**config.mk**
```make
export PLATFORM = sky130hd
export DESIGN_NAME = output_pipeline
export DESIGN_NICKNAME = d
export VERILOG_FILES = /design/src/rtl/output_pipeline.sv
export SDC_FILE = /design/constraint.sdc
export NUM_CORES = 1
export LEC_CHECK = 0
export CAP_MARGIN = 40
export CORE_ASPECT_RATIO = 1.5
export CORE_MARGIN = 4
export CORE_UTILIZATION = 50
export CTS_CLUSTER_SIZE = 24
export DETAILED_ROUTE_END_ITERATION = 8
export PLACE_DENSITY_LB_ADDON = 0.08
export REMOVE_ABC_BUFFERS = 1
export SLEW_MARGIN = 20
export SYNTH_ARGS = -nofsm -noshare
export SYNTH_HDL_FRONTEND = slang
export SYNTH_SLANG_ARGS = --single-unit
export TNS_END_PERCENT = 1
```
**constraint.sdc**
```tcl
create_clock -name clock -period 8.4 [get_ports clock]
set_clock_uncertainty 0.2 [all_clocks]
set_input_delay 1.68 -clock clock [delete_from_list [all_inputs] [get_ports clock]]
set_output_delay 1.68 -clock clock [all_outputs]
set_load 0.02 [all_outputs]
```
**src/rtl/output_pipeline.sv**
```systemverilog
// Equalizer output stage: re-reads image words from m1, maps each pixel through the m3 LUT, and writes packed words to m4.
// Optional `OUTPUT_PIPELINE_TAG_CHECK_EN zeroes any lane whose LUT entry lacks the valid tag.
module output_pipeline #(
  parameter int          NUM_WORDS = 4,
  parameter logic [15:0] TAG       = 16'hAAAA
) (
  input  logic         clock,
  input  logic         rst_n,
  input  logic         start,
  input  logic         lutBaseOffset,
  input  logic [127:0] m1ReadVal,
  input  logic [127:0] m3ReadVal,
  output logic [15:0]  m1ReadAddr,
  output logic [15:0]  m3ReadAddr,
  output logic [15:0]  m4WriteAddr,
  output logic [127:0] m4WriteVal,
  output logic         m4WE,
  output logic         done
);

  typedef enum logic [2:0] {
    IDLE, RD_IMG, LATCH, LOOKUP, WAIT_LAST, WRITE, DONE
  } state_t;

  localparam logic [15:0] LAST_WORD = 16'(NUM_WORDS - 1);

  state_t       state, state_nxt;
  logic [15:0]  word_idx;
  logic [3:0]   lane;
  logic [3:0]   prev_lane;
  logic [127:0] img_word;
  logic [127:0] pack;
  logic [7:0]   mapped;

`ifdef OUTPUT_PIPELINE_TAG_CHECK_EN
  assign mapped = (m3ReadVal[31:16] == TAG) ? m3ReadVal[7:0] : 8'h00;
  logic unused_m3_bits;
  assign unused_m3_bits = ^{m3ReadVal[127:32], m3ReadVal[15:8]};
`else
  assign mapped = m3ReadVal[7:0];
  logic unused_m3_bits;
  assign unused_m3_bits = ^{m3ReadVal[127:16], m3ReadVal[15:8], TAG};
`endif

  // The LUT result arriving now belongs to the lane addressed last cycle.
  assign prev_lane = lane - 4'd1;

  always_ff @(posedge clock or negedge rst_n) begin
    if (!rst_n) begin
      state    <= IDLE;
      word_idx <= '0;
      lane     <= '0;
      img_word <= '0;
      pack     <= '0;
    end else begin
      state <= state_nxt;
      case (state)
        IDLE: word_idx <= '0;
        LATCH: begin
          img_word <= m1ReadVal;
          lane     <= '0;
        end
        LOOKUP: begin
          lane <= lane + 4'd1;
          if (lane != 4'd0) pack[{prev_lane, 3'b000} +: 8] <= mapped;
        end
        WAIT_LAST: pack[127:120] <= mapped;
        WRITE: if (word_idx != LAST_WORD) word_idx <= word_idx + 16'd1;
        default: ;
      endcase
    end
  end

  always_comb begin
    state_nxt   = state;
    m1ReadAddr  = '0;
    m3ReadAddr  = '0;
    m4WriteAddr = '0;
    m4WriteVal  = '0;
    m4WE        = 1'b0;
    done        = 1'b0;
    case (state)
      IDLE:   if (start) state_nxt = RD_IMG;
      RD_IMG: begin
        m1ReadAddr = word_idx;
        state_nxt  = LATCH;
      end
      LATCH:  state_nxt = LOOKUP;
      LOOKUP: begin
        m3ReadAddr = {7'b0, lutBaseOffset, img_word[{lane, 3'b000} +: 8]};
        if (lane == 4'd15) state_nxt = WAIT_LAST;
      end
      WAIT_LAST: state_nxt = WRITE;
      WRITE: begin
        m4WE        = 1'b1;
        m4WriteAddr = word_idx;
        m4WriteVal  = pack;
        state_nxt   = (word_idx == LAST_WORD) ? DONE : RD_IMG;
      end
      DONE: begin
        done = 1'b1;
        if (!start) state_nxt = IDLE;
      end
      default: state_nxt = IDLE;
    endcase
  end

endmodule
```
==> flow_results.org, run 1 <==
** Outcome
- Status :: completed

** Synthesis
- Ranking of synthesized cells by area :: dfrtp_1, mux2_2, and2_1
- In this run, synthesis produced a sequential element count of roughly 280.
- Share of synthesized cell area in and, or, nand and nor gates :: 14.3%
- Of the post-synthesis cell area, the dominant cell type holds 51.7%.
- Async SR Flop Fraction :: 100%
- Synth Area in Adders :: less than 1%
- After technology mapping, the gate count stands at 1028.
- Multiplexer share of the synthesized area :: between 20 and 30%
- Summed instance area of the synthesized netlist :: roughly 13000 sq um
- Cell variety after synth :: 57
- Top cell type by total area after synthesis :: dfrtp_1
- EDFF count, synth :: 0
- For this run, the leading register cell type out of synthesis is dfrtp_1.
- By area, the combinational part of the netlist is dominated by multiplexers.
- Yosys warning total :: 0
- After Yosys synthesis, XOR and XNOR cells account for under 10% of the synthesized area.
- Each instance of the synthesized netlist takes up on average about 13 sq um.
- The synthesized netlist devotes under 10% of its cell area to compound gates.
- Of the synthesized area, sequential elements account for around 52%.

** GRT
- Global route total overflow :: 0
- The number of antenna violations at the first check in global routing is 0.
- Via count of the first global-routing pass :: 9320
- Entering global routing, the biggest net connects between 100 and 150 pins.
- Global routing used 21.6% of the available tracks.
- First-pass GRT wire length :: roughly 50000 microns

** CTS
- H-Tree Depth :: 1
- Resized Gates After CTS :: 0
- The tree is rooted in a clkbuf_16.
- CTS saw between 200 and 300 sinks.
- Buffers added to address setup during post-CTS repair amount to 0.
- Hold repair after CTS inserted 0 buffers.
- Counting the buffers created by CTS gives 27.
- Bufs on Longest Clock Path :: 3
- TritonCTS built the clock tree.
- Later-pin clock latency in the skew report :: between 0.5 and 0.6 ns
- Clock-pin slew on the worst setup and hold paths :: approximately 0.060 ns

** Route
- First-pass DRT Iterations :: 4
- Summed over all layers, the routed wires come to between 30000 and 40000 microns.
- Average wire per cell in the routed design :: between 15 and 20 microns
- Via Count :: 8924
- DR iter-0 viols :: between 200 and 300
- Post-detailed-route DRC marker count :: 0
- In this run the remaining antenna-violating nets after routing total 0.
- Avg Vias per Cell :: 5.32

** Placement
- Final GP Congestion :: just under 0.8
- Placement-stage worst setup slack :: between 3 and 4 ns
- Once placement completed, the tool counted placed cells totaling 1631.
- In this run the cell area measured after placement is 16900 sq um.
- Sum of net half-perimeters after detailed placement :: ~23000 microns
- Input and output buffers added on the ports amount to 310.

** Pwr
- The worst-case IR drop observed on VDD is about 0.22 mV.
- For this design the static power due to leakage is around 7.6 nW.
- Post-route total power :: approximately 5.3 mW
- In this run, the combinational gates consume 36.9% of the power.
- Internal portion of total power :: around 3.6 mW
- Part of the power in the clock network :: 22.1%
- Sw Share :: a little under a third
- Switching power summed over all nets :: approximately 1.6 mW
- Register share of total power :: between 40% and 50%
- For this design the ratio of total power to cell area is approximately 300 nW/um^2.

** Setup path
- The kind of cell with the highest combined delay along the critical path is buffers and inverters.
- Beginning of the worst register-to-register path :: lane[0]$_DFFE_PN0P_
- Data on the critical path arrives at its endpoint at approximately 3.7 ns.
- CP endpoint kind :: primary output
- CP peak stage delay :: 0.81 ns
- Cells along the critical path :: buf_4, mux4_2, mux4_2, and2b_1, clkdlybuf4s50_1
- Required @ worst endpoint :: roughly 6.5 ns
- Slowest stage cell, crit path :: dfrtp_2
- The worst setup path is launched from a flip-flop.
- Kind of critical path :: reg2out
- The most critical setup path has its startpoint at lane[0]$_DFFE_PN0P_.
- Of all nets on the critical path, the largest fanout is 27.
- Most used cell, CP :: mux4_2
- Buffers plus inverters on the worst setup path :: 2

** Hold path
- In this run the worst hold path is classified as reg2reg.
- The startpoint identified for the worst hold timing path is pack[27]$_DFFE_PN0P_.

** Floorplanning
- In this run the horizontal extent of the chip is between 100 and 150 microns.
- The floorplan has 73 rows.
- Area of the placeable core :: roughly 27000 sq um
- The die covers 29700 sq um.
- From bottom edge to top edge, the die measures 209 microns.
- Count of pins on the block boundary :: 438
- Starting density of the core :: 50.8%

** Cells and area
- Of the cells placed in the final design, the portion with a size suffix greater than 1 is a little over a quarter.
- Area growth, synth to finish :: 31.7%
- 0 antenna diodes ended up in the layout.
- Number of nets in the layout :: 1591
- Utilization after layout :: 66.9%
- Final cell count without fillers :: between 1500 and 2000
- Final design instance area without fill :: 17800 sq um

** Timing
- Derived from the worst setup path, the maximum achievable clock frequency is between 150 and 200 MHz.
- Max Slew Vio Count :: 0
- Setup repair after global routing missed its margin :: false
- # setup viols final :: 0
- Dividing the final minimum period by the clock period gives between 60% and 70%.
- Final setup slack of the worst path :: 2.87 ns
- The count of endpoints failing hold in the final timing report came to 0.
- Summed over all failing endpoints, the final setup total negative slack is 0 ns.
- The worst pin sits at a relative slew slack of between 30% and 40%.
- Transition time of the tightest slew-check pin :: 0.943 ns
- On the final layout, the worst hold slack is slightly below 0.3 ns.
- Min Clock Period, post-route :: 5.53 ns

** Job
- Maxcap violations :: 0
==> flip-flops by register name, indices dropped and copies added, names as in the netlist <==
register and flops:
img_word 128, word_idx 16, lane 4, pack 128, state 3
==> final timing paths <==
| check | slack [ns] | to | cells past startpoint |
|---|---|---|---|
| hold / removal | 0.29 | pack[27]$_DFFE_PN0P_ | 1 |
| setup reg to reg | 4.04 | pack[62]$_DFFE_PN0P_ | 8 |
| min in group asynchronous | 1.08 | word_idx[5]$_DFFE_PN0P_ | 1 |
| setup / recovery | 2.87 | m3ReadAddr[0] | 5 |
| hold reg to reg | 0.29 | pack[27]$_DFFE_PN0P_ | 1 |
| max in group asynchronous | 5.51 | img_word[24]$_DFFE_PN0P_ | 3 |
==> synthesized netlist by cell type, types with 4 or more instances <==
| cell | instances |
|---|---|
| a22o_1 | 8 |
| ha_1 | 7 |
| and2_1 | 186 |
| mux2i_1 | 8 |
| mux4_2 | 40 |
| dfrtp_1 | 279 |
| and3_1 | 5 |
| nand3_1 | 15 |
| o21ai_0 | 11 |
| nor3_1 | 5 |
| nor3b_1 | 5 |
| buf_2 | 4 |
| clkbuf_1 | 46 |
| nand4_1 | 8 |
| xor2_1 | 15 |
| buf_1 | 5 |
| mux2_2 | 239 |
| nand2_1 | 29 |
| nor2b_1 | 13 |
| inv_1 | 14 |
| nor2_1 | 22 |
| nor3_4 | 4 |
| buf_4 | 8 |
==> final cells by class <==
type	instances	area, sq um
well taps	337	422
multi-input cells	676	6200
repair buffers	326	3290
clock inverters	4	45.0
fillers	2047	8800
inverters	14	52.6
flip-flops and latches	279	6980
clock buffers	41	788
==> kinds of logic (layout without fill, tap and decap cells) <==
group           count (synthesis)  in the layout
compound gates                 38             38
simple gates                  318            318
xor+xnor                       18             18
fa+ha+maj                       7              7
buf+inv                        79            385
mux                           288            288
flops                         279            279
other cells                     1              7
==> metal layers <==
layer  up-vias  GRT usage [%]  routed length (microns)
met3        45           7.07                     2950
li1       4177              -                        -
met5         -              0                        0
met4         0           5.43                      732
met2       270           36.6                    16000
met1      4432           26.7                    12700
==> cells in the final DEF (no fill, tap or decap), types with 7 or more instances in the layout <==
cell,count
clkdlybuf4s50_1,309
dfrtp_1,277
mux2_2,239
and2_1,186
mux4_2,40
nand2_1,29
clkbuf_16,27
nor2_1,21
nand3_1,15
xor2_1,15
inv_1,14
nor2b_1,13
buf_4,12
o21ai_0,11
mux2i_1,8
nand4_1,8
a22o_1,8
clkbuf_1,8
ha_1,7
conb_1,7
==> power groups by stage <==
stage          clock, mW  combinational [mW]  sequential [mW]
2_1_floorplan          0                1.52             2.12
3_3_place_gp           0                1.90             2.15
3_5_place_dp           0                1.97             2.18
4_1_cts             1.20                1.97             2.16
5_1_grt             1.25                2.11             2.23
6_report            1.16                1.94             2.15
Power figures use the tool's default switching activity.
==> inputs of run 2 (changes only) <==
CORE_UTILIZATION = 42   (was 50)
clock period = 4.4 ns   (was 8.4 ns; I/O delays follow)
==> run 2 against run 1 <==
  * Combinational power grew 95%
  * Clock-buffer cell count is the same
  * Sequential share of layout area shrank 0.83 points
  * Worst hold slack lost 0.12 ns
  * Routed wire length grew 5.3%
  * Critical endpoint unchanged
  * Largest cell class unchanged
==> flow_results.org, run 2 (synthesis results as in run 1) <==
** Setup path
- The worst setup path is launched from a flip-flop.
- CP endpoint kind :: primary output
- The worst register-to-register path begins at lane[0]$_DFFE_PN0P_.
- Source of the critical timing path :: lane[0]$_DFFE_PN0P_
- The worst reg2reg path depth was 6 (-2).
- The reg2reg setup slack was 0.97 ns (-3.07 ns).
- Required @ worst endpoint :: 3.32 ns (-3.20 ns)
- The critical path data arrival time came to 3.12 ns (-0.53 ns).
- Kind of critical path :: reg2out
- R2R Path End :: pack[68]$_DFFE_PN0P_
- The highest fanout seen on the critical path is 18 (-33%).

** Cells and area
- The area of all placed cells without fillers was 18200 sq um (+2.2%).
- Fraction of final layout cells sized beyond drive strength 1 :: 27.3% (+1.0 points)
- The antenna diode instance count is 0 (unchanged).
- The library cell used most frequently in the layout, excluding fill and tap cells, is clkdlybuf4s50_1.
- The largest registers in the layout are img_word (128), pack (128), word_idx (16).
- Most frequent cells in the layout :: clkdlybuf4s50_1, dfrtp_1, mux2_2
- Number of nets in the layout :: 1599 (+0.50%)
- Final cell count without fillers :: 1763 (+5.1%)
- Utilization after layout :: 57.3% (-9.6 points)
- The number of filler cells placed in the layout came to 2701 (+32%).
- From synthesis to final layout, the design area changed by 34.6%.

** Outcome
- Status :: completed

** Job
- The count of max-cap constraint violations is 0 (unchanged).

** CTS
- CTS sink count :: 279 (unchanged)
- The number of hold-repair buffers added at the cts stage was 0 (unchanged).
- The tree is rooted in a clkbuf_16.
- Total clock buffers created by CTS :: 28 (+3.7%)
- Bufs on Longest Clock Path :: 3 (unchanged)
- TritonCTS built the clock tree.
- The number of levels the H-tree was split into was 1 (unchanged).
- The clock transition at the registers of the reported paths was 0.06 ns (about the same).
- The number of setup buffers added after CTS is 0 (unchanged).
- The worst-skew pair later-pin latency came to 0.55 ns (+0.04 ns).

** Floorplanning
- Row count :: 80 (+9.6%)
- The floorplan die width was 154 microns (+8.6%).
- Area of the placeable core :: 31700 sq um (+19%)
- The starting density of the core came to 42.5% (-8.2 points).
- Floorplan die area :: 35100 sq um (+18%)
- The I/O pin total was 438 (unchanged).
- Die outline height :: 228 microns (+8.8%)

** Route
- The met2 wire length came to 16600 microns (+3.8%).
- DR iter-0 viols :: 312 (+6.1%)
- Average wire per cell in the routed design :: 19.3 microns (+0.18%)
- Via Count :: 9001 (+0.86%)
- Metal3 WL :: 2940 microns (-0.17%)
- Top layer in use :: met4
- The antenna violation net count after detailed routing was 0 (unchanged).
- Detailed-route wire length on metal 1 :: 14000 microns (+10%)
- The total routed wirelength is 34100 microns (+5.3%).
- First-pass DRT Iterations :: 5 (+1)
- Post-detailed-route DRC marker count :: 0 (unchanged)
- Avg Vias per Cell :: 5.11 (-4.1%)

** Placement
- The total placed cells including tap cells is 1711 (+4.9%).
- Placement-stage worst setup slack :: 0.666 ns (-2.68 ns)
- The number of port buffers is 310 (unchanged).
- The HPWL after detailed placement was 24100 microns (+6.2%).
- The routability-driven placement congestion ratio came to 0.757 (-3.9%).
- Placed Instance Area :: 17100 sq um (+1.0%)

** Timing
- Max Slew Vio Count :: 0 (unchanged)
- The count of endpoints failing hold in the final timing report was 0 (unchanged).
- The total negative slack for setup checks came to 0 ns (unchanged).
- The final critical-path setup slack came to 0.203 ns (-2.67 ns).
- Transition time of the tightest slew-check pin :: 0.826 ns (-0.117 ns)
- Min Clock Period, post-route :: 4.20 ns
- Period utilisation layout :: roughly 95%
- # setup viols final :: 0 (unchanged)
- Maximum clock frequency :: approximately 240 MHz
- Worst-case headroom to the max-slew limit :: 44.7% (+7.6 points)
- Setup repair after global routing missed its margin :: false
- Final Hold Slack :: 0.171 ns (-0.123 ns)

** GRT
- Global route total overflow :: 0 (unchanged)
- First-pass GRT wire length :: 53700 microns (+4.9%)
- Maximum number of pins on one net before global-route repair :: 129 (-0.77%)
- Number of antenna violations at the first check in global routing :: 0 (unchanged)
- Via count of the first global-routing pass :: 9461 (+1.5%)
- Global routing usage summed across all routing layers :: 19.2% (-2.4 points)

** Pwr
- The overall power was 10.6 mW (+100%).
- The leakage power came to 7.72 nW (+2.0%).
- The worst supply voltage drop on vdd came to 0.418 mV (+92%).
- Power Dens Cells :: 581 nW/um^2 (+97%)

** Hold path
- Hold crit path type :: in2async
-- run 2: layout make-up --
| type | count | area [sq um] | share of cell area (%) |
|---|---|---|---|
| flip-flops and latches | 279 | 6990 | 38.5 |
| inverters | 14 | 52.6 | 0.289 |
| clock inverters | 10 | 203 | 1.12 |
| clock buffers | 41 | 851 | 4.68 |
| well taps | 410 | 513 | 2.82 |
| repair buffers | 333 | 3360 | 18.5 |
| multi-input cells | 676 | 6200 | 34.1 |
-- run 2: where the power goes --
| group | internal [mW] | total [mW] | leakage [nW] | switching [mW] |
|---|---|---|---|---|
| Clock | 1.68 | 2.69 | 0.516 | 1.01 |
| Combinational | 2.13 | 3.78 | 3.68 | 1.64 |
| Sequential | 3.58 | 4.09 | 3.52 | 0.508 |
-- run 2: repair_timing --
action                                 CTS  global route
gates resized for setup                  0             1
setup endpoints to repair                0             3
endpoints found under the hold margin    0             0
-- run 2: worst max-delay path by stage --
stage,end,cells after the start
floorplan,img_word[0]$_DFFE_PN0P_,4
global route,m3ReadAddr[0],5
CTS,m3ReadAddr[0],5
detailed placement,m3ReadAddr[0],5
global placement,m3ReadAddr[0],5
finish,m3ReadAddr[0],5
-- run 2: metal layers --
metal,GRT usage (%),vias to the layer above
met5,0,-
met4,4.68,0
met3,6.12,38
met2,32.0,264
met1,24.7,4515
li1,-,4184
-- run 2: worst max-delay path: stages, from the launching register on --
cell and delay [ns]:
dfrtp_4 0.57, buf_4 0.28, mux4_2 0.53, mux4_2 0.46, and2b_1 0.18, clkdlybuf4s50_1 0.54
